### src/rtl/uart_trans.sv
// 8N1 UART transmitter with a small circular byte FIFO in front of the shifter.
// All line-side outputs are registered and aligned to the bit periods seen on tx.
module uart_trans #(
  parameter int unsigned CLKS_PER_BIT = 16,
  parameter int unsigned FIFO_DEPTH   = 4
) (
  input  logic       clk,
  input  logic       rst,
  input  logic [7:0] din,
  input  logic       wr_en,
  output logic       full,
  output logic       tx,
  output logic       tx_busy,
  output logic       tx_done,
  output logic       tick
);

  localparam int unsigned CNT_W = (CLKS_PER_BIT > 1) ? $clog2(CLKS_PER_BIT) : 1;
  localparam int unsigned PTR_W = (FIFO_DEPTH > 1) ? $clog2(FIFO_DEPTH) : 1;
  localparam int unsigned OCC_W = PTR_W + 1;
  localparam logic [CNT_W-1:0] CNT_MAX  = CNT_W'(CLKS_PER_BIT - 1);
  localparam logic [OCC_W-1:0] OCC_FULL = OCC_W'(FIFO_DEPTH);

  typedef enum logic [1:0] {IDLE, START, DATA, STOP} state_t;

  state_t           state_q, state_nx;
  logic [CNT_W-1:0] cnt_q, cnt_nx;
  logic [2:0]       idx_q, idx_nx;
  logic [7:0]       sh_q, sh_nx;
  logic [PTR_W-1:0] rd_ptr_q, wr_ptr_q;
  logic [OCC_W-1:0] occ_q, occ_nx;
  logic [7:0]       mem_q [FIFO_DEPTH];
  logic             bit_end;
  logic             wr_ok;
  logic             pop;
  logic             tx_bit;

  assign bit_end = (state_q != IDLE) && (cnt_q == CNT_MAX);
  assign wr_ok   = wr_en && (occ_q != OCC_FULL);

  // Next-state, baud counter, shifter and FIFO occupancy
  always_comb begin
    state_nx = state_q;
    cnt_nx   = cnt_q;
    idx_nx   = idx_q;
    sh_nx    = sh_q;
    occ_nx   = occ_q;
    pop      = 1'b0;
    tx_bit   = 1'b1;

    if (state_q != IDLE) begin
      cnt_nx = bit_end ? '0 : cnt_q + CNT_W'(1);
    end

    unique case (state_q)
      IDLE: begin
        cnt_nx = '0;
        idx_nx = '0;
        if (occ_q != '0) begin
          pop      = 1'b1;
          sh_nx    = mem_q[rd_ptr_q];
          state_nx = START;
        end
      end
      START: begin
        tx_bit = 1'b0;
        if (bit_end) state_nx = DATA;
      end
      DATA: begin
        tx_bit = sh_q[0];
        if (bit_end) begin
          sh_nx  = {1'b0, sh_q[7:1]};
          idx_nx = idx_q + 3'd1;
          if (idx_q == 3'd7) state_nx = STOP;
        end
      end
      STOP: begin
        if (bit_end) begin
          if (occ_q != '0) begin
            pop      = 1'b1;
            sh_nx    = mem_q[rd_ptr_q];
            state_nx = START;
          end else begin
            state_nx = IDLE;
          end
        end
      end
      default: state_nx = IDLE;
    endcase

    unique case ({wr_ok, pop})
      2'b10:   occ_nx = occ_q + OCC_W'(1);
      2'b01:   occ_nx = occ_q - OCC_W'(1);
      default: occ_nx = occ_q;
    endcase
  end

  // State, pointers and line outputs; outputs follow the state by one cycle
  always_ff @(posedge clk or negedge rst) begin
    if (!rst) begin
      state_q  <= IDLE;
      cnt_q    <= '0;
      idx_q    <= '0;
      sh_q     <= '0;
      rd_ptr_q <= '0;
      wr_ptr_q <= '0;
      occ_q    <= '0;
      tx       <= 1'b1;
      tx_busy  <= 1'b0;
      tx_done  <= 1'b0;
      tick     <= 1'b0;
      full     <= 1'b0;
    end else begin
      state_q <= state_nx;
      cnt_q   <= cnt_nx;
      idx_q   <= idx_nx;
      sh_q    <= sh_nx;
      occ_q   <= occ_nx;
      if (pop)   rd_ptr_q <= rd_ptr_q + PTR_W'(1);
      if (wr_ok) wr_ptr_q <= wr_ptr_q + PTR_W'(1);
      tx      <= tx_bit;
      tx_busy <= (state_q != IDLE);
      tx_done <= bit_end && (state_q == STOP);
      tick    <= bit_end;
      full    <= (occ_nx == OCC_FULL);
    end
  end

  // Byte storage needs no reset: occupancy gates every read
  always_ff @(posedge clk) begin
    if (wr_ok) mem_q[wr_ptr_q] <= din;
  end

endmodule

### config.mk
export PLATFORM = sky130hd
export DESIGN_NAME = uart_trans
export DESIGN_NICKNAME = d
export VERILOG_FILES = /design/src/rtl/uart_trans.sv
export SDC_FILE = /design/constraint.sdc
export NUM_CORES = 1
export LEC_CHECK = 0
export ABC_AREA = 1
export CELL_PAD_IN_SITES_DETAIL_PLACEMENT = 1
export CELL_PAD_IN_SITES_GLOBAL_PLACEMENT = 1
export CORE_ASPECT_RATIO = 1.75
export CORE_MARGIN = 2
export CORE_UTILIZATION = 44
export CTS_BUF_LIST = sky130_fd_sc_hd__clkbuf_2 sky130_fd_sc_hd__clkbuf_4 sky130_fd_sc_hd__clkbuf_8
export CTS_CLUSTER_DIAMETER = 30
export DETAILED_ROUTE_END_ITERATION = 7
export PLACE_DENSITY_LB_ADDON = 0.3
export SLEW_MARGIN = 20
export SYNTH_ARGS = -nofsm -noshare
export SYNTH_HDL_FRONTEND = slang
export SYNTH_SLANG_ARGS = --single-unit
export TNS_END_PERCENT = 50
### constraint.sdc
create_clock -name clk -period 2 [get_ports clk]
set_input_delay 0.2 -clock clk [delete_from_list [all_inputs] [get_ports clk]]
set_output_delay 0.2 -clock clk [all_outputs]
set_load 0.03 [all_outputs]
Word level (Yosys, flattened, before mapping)
Memory sizes are Yosys's and may differ from the RTL's.
Index checks and enable logic that the tools add are counted.
{"block": "op_classes", "addsub": 6, "n_mul": 0, "div_mod_pow": 0, "magnitude_cmp": 0, "n_eq_ne": 14, "shifts": 0, "mux": 23, "bitwise": 0, "n_reduce_logical": 12}
{"cell": "8-bit two-way mux", "n": 3}
{"cell": "8-bit case mux with 3 select lines", "n": 1}
{"cell": "4-bit two-way mux", "n": 3}
{"cell": "3-bit case mux with 2 select lines", "n": 2}
{"cell": "2-bit two-way mux", "n": 5}
{"cell": "2-bit != test, second input constant", "n": 5}
{"cell": "2-bit case mux with 4 select lines", "n": 1}
{"cell": "3-bit by 1-bit adder with 3-bit output, second input constant", "n": 2}
{"cell": "2-bit equality test, second input constant", "n": 3}
{"cell": "3-bit equality test, second input constant", "n": 2}
{"cell": "2-bit nonzero test", "n": 3}
{"cell": "3-bit nonzero test", "n": 2}
{"cell": "1-bit two-way mux", "n": 5}
{"cell": "5-bit AND reduction", "n": 1}
{"cell": "2-bit by 1-bit adder with 2-bit output, second input constant", "n": 2}
{"cell": "4-bit by 1-bit adder with 4-bit output, second input constant", "n": 1}
{"cell": "2-bit by 1-bit equality test with 1-bit output, second input constant", "n": 2}
{"cell": "4-bit equality test, second input constant", "n": 1}
{"cell": "1-bit case mux with 2 select lines", "n": 2}
{"cell": "1-bit logical AND", "n": 3}
{"cell": "3-bit two-way mux", "n": 1}
{"cell": "3-bit != test, second input constant", "n": 1}
{"cell": "3-bit AND reduction", "n": 1}
{"cell": "3-bit by 1-bit subtractor with 3-bit output, second input constant", "n": 1}
{"cell": "other kinds (2)", "n": 2}
{"block": "word_totals", "register_bits": 29, "latch_bits": 0, "ramBits": 32, "rom_bits": 0, "in_bits": 11, "out_inout_bits": 5, "wordCells": 68, "memories": 1}
{"memory": "mem_q", "depth": 4, "width": 8, "read_ports": 1, "rd_ports_with_merged_regs": 0, "write_ports": 1, "line": "32", "source": "logic [7:0] mem_q [FIFO_DEPTH];"}

Depth between registers and ports, before layout
Gate-level depths: netlist of the first run.
{"block": "logic_depth", "word_depth": 7, "ltp_mapped": 14, "ltp_nobuf": 14}

Worst setup path before layout of the first run
No wires, ideal clock.
{"block": "synth_path", "path_type": "reg-to-reg", "startpoint": "register state_q[0]", "endpoint": "register full", "setup_time_ps": 119, "t_arrival_ps": 2101, "t_required_ps": 1881, "path_slack_ps": -220, "path_stages_with_launch": 15, "n_path_buf": 0, "period_less_slack_ps": 2220, "cell_sequence": "dfrtp_1 inv_1 ha_1 inv_2 o21ai_1 nand2_1 inv_1 ha_1 inv_1 fa_1 nand2_1 o21ai_0 inv_1 nor2_1 and2_1"}
{"block": "synth_between", "elab_chain_cells": 7, "elab_cells_between_ends": 10, "classes_between": "eq/ne: 4; mux: 3; reduce/logical: 3"}
{"item": "start: declaration", "line": "26", "source": "state_t state_q, state_nx;"}
{"item": "start signal: assignment", "line": "114", "source": "state_q <= state_nx;"}
{"item": "2-bit nonzero test", "line": "38", "source": "assign bit_end = (state_q != IDLE) && (cnt_q == CNT_MAX);"}
{"item": "1-bit logical AND", "line": "38"}
{"item": "1-bit two-way mux", "line": "78", "source": "if (bit_end) begin"}
{"item": "1-bit case mux with 2 select lines (*)", "line": "55", "source": "unique case (state_q)"}
{"item": "via pop", "line": "35", "source": "logic pop;"}
{"item": "2-bit by 1-bit equality test with 1-bit output or 2-bit equality test (tied branches)", "line": "91", "source": "unique case ({wr_ok, pop})"}
{"item": "3-bit case mux with 2 select lines (*)", "line": "91"}
{"item": "via occ_nx[1]", "line": "31", "source": "logic [OCC_W-1:0] occ_q, occ_nx;"}
{"item": "3-bit equality test (*)", "line": "125", "source": "full <= (occ_nx == OCC_FULL);"}
{"item": "end signal: assignment", "line": "125"}
{"item": "end: declaration", "line": "11", "source": "output logic full,"}
The timed path passes the listed nets; every way through them passes the cells marked *.
A chain may end at the register's enable or synchronous reset.

Worst setup path in the final report of the first run
Ends and elaborated chain as after synthesis.

==> results of run 1 <==
-- timing repair --
item,4_1_cts,5_1_grt
pin swaps,0,4
resized for setup,2,2
hold endpoints to repair,0,0
endpoints found under the setup margin,1,3
-- area by class of cell --
type / count / area [um2] / area share, %
multi-input cells: 187 / 1062 / 29.41
clock inverters: 5 / 75.07 / 2.078
well taps: 82 / 102.6 / 2.840
repair buffers: 39 / 330.3 / 9.144
flip-flops and latches: 61 / 1688 / 46.73
inverters: 54 / 215.2 / 5.958
clock buffers: 11 / 138.9 / 3.845
-- cells by family after synthesis --
logic type               count (synthesis)  synth area share [%]
AND/OR/NAND/NOR                        149                 22.15
buffers and inverters                   60                 9.474
flip-flops                              61                 56.80
AO/OA/AOI/OAI                           17                 3.242
adder cells (fa/ha/maj)                 15                 6.569
XOR/XNOR                                 6                 1.768
-- worst paths after layout --
path / from / endpoint / slack [ns]
max: state_q[0] / full / -0.11
min: rst / cnt_q[3] / 0.25
max reg2reg: state_q[0] / full / -0.11
min reg2reg: sh_q[1] / sh_q[1] / 0.48
max in group asynchronous: rst / tx / 1.43
min in group clk: sh_q[1] / sh_q[1] / 0.48
-- cells in the mapped netlist, types with 2 or more instances --
library cell / number
a21oi_1: 5
nand3_1: 19
ha_1: 14
nor2_1: 13
dfrtp_1: 28
nand2_1: 98
nor2_2: 4
nand2_2: 8
buf_6: 3
nand3_2: 3
edfxtp_1: 32
o21ai_1: 5
xor2_1: 4
o21ai_0: 6
inv_1: 50
xnor2_1: 2
-- power by group --
part	internal, W	leakage, nW	switching, W
Sequential	0.00153	0.643	0.0000777
Clock	0.000723	0.114	0.000463
Combinational	0.000233	0.956	0.000388
-- state kept, by name (all words and copies together) (netlist names) --
name / count
full: 1
rd_ptr_q: 2
tx: 1
tx_busy: 1
cnt_q: 4
wr_ptr_q: 2
occ_q: 3
idx_q: 3
state_q: 2
mem_q: 32
tx_done: 1
tick: 1
sh_q: 8
-- worst max-delay path, delay by kind of cell, from the launching register on --
family | cells | cell delay, ns
AO/OA/AOI/OAI | 2 | 0.19
adder cells (fa/ha/maj) | 3 | 0.83
buffers and inverters | 4 | 0.27
flip-flops | 1 | 0.43
AND/OR/NAND/NOR | 4 | 0.32
-- routing by layer --
layer | GRT usage (%) | up-vias | routed length [um]
li1 | - | 1040 | -
met1 | 20.16 | 1050 | 2355
met2 | 36.00 | 22 | 3696
met3 | 3.579 | 12 | 120
met4 | 8.980 | 0 | 160
met5 | 0 | - | 0
-- through the flow --
stage | area [um2] | hold WS (ns) | total power (W) | std cells
3_5_place_dp | 3378 | 0.4735 | 0.002269 | 423
5_1_grt | 3612 | 0.2954 | 0.003598 | 439
3_3_place_gp | 3378 | 0.4631 | 0.002217 | 423
6_report | 3612 | 0.2504 | 0.003415 | 439
4_1_cts | 3595 | 0.2449 | 0.003475 | 439
2_1_floorplan | 3014 | -0.09559 | 0.001981 | 308
==> results.yml, run 1 <==
worst_setup_path:
  path_class: "reg -> reg"
  critPathMaxFanout: 4
  cp-end-kind: "register"
  required_ns: 2.28
  cpPeakStageDelay_ns: 0.51
  crit_chain: "inv_2, ha_4, a21oi_2, nand2_2, inv_2, ha_4, inv_2, fa_2, nand2_1, o21ai_1, inv_1, nor2_1, and2_1"
  startpoint_type: "register"
  cp_slowest_cell: "fa_2"
  worst_path_most_repeated_cell: "inv_2"
  cp_data_arrival_time_ns: 2.39
  worstRegToRegCells: 13
floorplanning:
  die_y_um: 112.7
  std_cell_rows: 39
  core_area_um2: 6539
  die_area_um2: 7453
  io_pins: 16
  fp.dieW_um: 66.12
  initial_core_util_pct: 45.45
sta:
  fin_worst_skew_ns: 0.006345
  setup_ws_ns: -0.1110
  setup_viol: 1
  maxSlewViolCount: 0
  max_slew.worst_pin.slew_ns: 0.4274
  fin_setup_tns_ns: -0.1110
  slew_headroom_pct: 71.51
  fin_crit_ns: 2.111
  finalCritPeriodShare_pct: 105.6
  rsz0062_at_grt: "true"
  fmax_mhz: 473.7
  hold_violations: 0
finish:
  syn2layout_area_growth_pct: 21.56
  final_util_pct: 55.24
  nNetsFinal: 378
  fillers: 765
  layout-drive-gt1-share_pct: 21.01
  mostFrequentLayoutCells: "nand2_1 (97), inv_1 (45), edfxtp_1 (32)"
  final_common_cell: "nand2_1"
  diodes: 0
clocking:
  clockBufferDepth: 2
  cts_tree: "yes"
  clockRootBuffer: "clkbuf_8"
  clock-sinks: 61
  h-tree-depth: 3
  postCtsHoldBufs: 0
  cts_made_buffers: 9
  clk_latency_ns: 0.34
  clk_pin_slew_ns: 0.07
  cts_setup_buffers: 0
synthesis:
  yosysTopAreaCell: "edfxtp_1"
  netlist_instances: 308
  yosys.area.top_type_share_pct: 32.34
  avgSynthCellArea_um2: 9.648
  synth_flop_cell: "edfxtp_1"
  synth_area_um2: 2972
  synthArstFlopShare_pct: 47.54
  yosysSeqAreaShare_pct: 56.80
  ys_warn_count: 0
  synth_seq_cells: 61
  synth_area_leaders: "edfxtp_1 (32%), dfrtp_1 (24%), nand2_1 (12%)"
  synth_edf_count: 32
  ys_types: 30
  synth_nets: 334
drt:
  routedWlPerCell_um: 14.43
  vias: 2124
  drt_wl_total_mm: 6.333
  vias_per_cell: 4.838
  drc: 0
  antenna_left: 0
  drt_iter0_markers: 73
  firstDrtPassIters: 4
pwr:
  leakage_nw: 1.713
  power_density_nw_per_um2: 945.4
  irDropWorstVdd_mv: 0.4789
place:
  gp_congestion: 0.7574
  post-dp-hpwl_mm: 4.770
  dpl_worst_slack_ns: -0.1372
  io_buffers: 15
hold_path:
  hold_path_class: "in -> async"
global_route:
  grt_usage_pct: 19.36
  grt_pass1_wl_mm: 10.67
  grt_pass1_vias: 2283
  grt-ovfl-total: 0
  grt_antenna_before_repair: 0
  grt_max_degree: 30
run_status:
  status: "finished with violations"
  violations: "setup timing"
flow_run:
  maxCapViolations: 0
Power figures use the tool's default switching activity.
==> run 2, diff against run 1 <==
==> constraint.sdc (replaced) <==
create_clock -name clk -period 2 [get_ports clk]
set_input_delay 0.3 -clock clk [delete_from_list [all_inputs] [get_ports clk]]
set_output_delay 0.3 -clock clk [all_outputs]
set_load 0.03 [all_outputs]
==> run 2 against run 1 <==
Net effect:
- the flow still finishes with violations (setup timing)
- die area unchanged
- via count increased by 0.38%
- core utilization is 0.21 points lower
- cell count is 0.91% higher
==> results.yml, run 2 (synthesis gave the netlist of run 1 again) <==
run_status:
  status: "finished with violations"
  violations: "setup timing"
finish:
  nNetsFinal: 382
  mostFrequentLayoutCells: "nand2_1 (97), inv_1 (45), edfxtp_1 (32)"
  diodes: 0
  reg_top3: "mem_q (32), sh_q (8), cnt_q (4)"
  final_common_cell: "nand2_1"
  largest_register_ffs: 32
  layout.cells.non_filler: 443
  max_flop_register: "mem_q"
  syn2layout_area_growth_pct: 21.09
  layout-drive-gt1-share_pct: 21.05
  final_util_pct: 55.03
sta:
  setup_ws_ns: -0.08306
  hold_slack_ns: 0.3366
  fin_crit_ns: 2.083
  finalCritPeriodShare_pct: 104.2
  rsz0062_at_grt: "true"
  hold_violations: 0
  fmax_mhz: 480.1
  setup_viol: 2
  max_slew.worst_pin.slew_ns: 0.4042
  maxSlewViolCount: 0
  fin_worst_skew_ns: 0.005747
  slew_headroom_pct: 73.05
floorplanning:
  fp.dieW_um: 66.12
  std_cell_rows: 39
  die_y_um: 112.7
  core_area_um2: 6539
  initial_core_util_pct: 45.45
  die_area_um2: 7453
  io_pins: 16
worst_setup_path:
  startpoint_type: "register"
  critPathMaxFanout: 3
  path_class: "reg -> reg"
  cp_slowest_cell: "dfrtp_1"
  cpPeakStageDelay_ns: 0.42
  worst_path_most_repeated_cell: "inv_2"
  cp_data_arrival_time_ns: 2.32
  required_ns: 2.24
  critPathBufInv: 3
  cp-end-kind: "register"
  cp_top_family: "adder cells"
  crit_chain: "inv_2, ha_4, a21oi_2, nand2_2, inv_2, ha_4, inv_2, fa_2, nand2_1, nand3_1, xor2_1, and2_1"
clocking:
  h-tree-depth: 3
  cts_tree: "yes"
  clk_pin_slew_ns: 0.06
  clockBufferDepth: 2
  clock-sinks: 61
  clk_latency_ns: 0.35
  cts_made_buffers: 9
  clockRootBuffer: "clkbuf_8"
drt:
  vias: 2132
  drt_wl_total_mm: 6.517
  firstDrtPassIters: 4
  vias_per_cell: 4.813
  highest_layer: "met4"
  route.met2.wl_mm: 3.803
  dr_wl_met3_um: 131
  drc: 0
  antenna_left: 0
  routedWlPerCell_um: 14.71
  met1_length_mm: 2.438
  drt_iter0_markers: 55
global_route:
  grt_pass1_wl_mm: 11.07
  grt_pass1_vias: 2386
  grt_max_degree: 30
  grt_antenna_before_repair: 0
  grt_usage_pct: 20.32
  grt-ovfl-total: 0
place:
  dp_cells: 423
  gp_congestion: 0.7610
  dpl_worst_slack_ns: -0.09588
  io_buffers: 15
  post-dp-hpwl_mm: 4.791
pwr:
  leakage_nw: 1.723
  p_total_w: 0.003292
  power_density_nw_per_um2: 914.8
  irDropWorstVdd_mv: 0.5316
hold_path:
  hold_path_class: "in -> async"
flow_run:
  maxCapViolations: 0
==> run 2: path summary, 6_finish.rpt <==
kind	depth (start not counted)	slack (ns)	start	end
max in group asynchronous	2	1.34	rst	tx
min reg2reg	2	0.48	sh_q[5]	sh_q[5]
max reg2reg	12	-0.08	state_q[0]	full
min	2	0.34	rst	tx_busy
max	12	-0.08	state_q[0]	full
min in group clk	2	0.48	sh_q[5]	sh_q[5]
==> run 2: per-layer routing <==
metal | global-route usage (%) | vias up
li1 | - | 1051
met1 | 19.88 | 1048
met2 | 38.73 | 24
met3 | 4.473 | 9
met4 | 9.116 | 0
met5 | 0 | -
==> run 2: final cells by class <==
class | instances | area (um2)
Timing Repair Buffer | 43 | 360.3
Clock inverter | 6 | 52.55
Tap cell | 82 | 102.6
Inverter | 54 | 215.2
Multi-Input combinational cell | 187 | 1042
Sequential cell | 61 | 1688
Fill cell | 781 | 2940
Clock buffer | 10 | 137.6
==> run 2: worst register-to-register path: cells and delay by family (launching register included) <==
| kind | cells | cell delay (ns) |
|---|---|---|
| flops | 1 | 0.42 |
| fa+ha+maj | 3 | 0.66 |
| buf+inv | 3 | 0.21 |
| simple gates | 4 | 0.39 |
| xor+xnor | 1 | 0.18 |
| compound gates | 1 | 0.11 |
==> run 2: timing repair <==
action	CTS	global route
endpoints found under the setup margin	1	3
gates resized for setup	0	1
pin swaps	0	2
setup buffers	3	1
hold buffers	0	0
==> run 2: stage by stage <==
step	setup TNS (ns)	instance area (um2)
5_1_grt	-0.5169	3598
3_5_place_dp	-0.09588	3378
3_3_place_gp	-0.01689	3378
6_report	-0.1430	3598
2_1_floorplan	-0.02035	3014
4_1_cts	-0.1452	3591
==> run 2: where the power goes <==
part	internal, W	leakage, nW	switching (W)
combinational	0.000249	0.979	0.000384
sequential	0.00153	0.643	0.0000766
clock	0.000593	0.101	0.000459
total	0.00237	1.72	0.000920
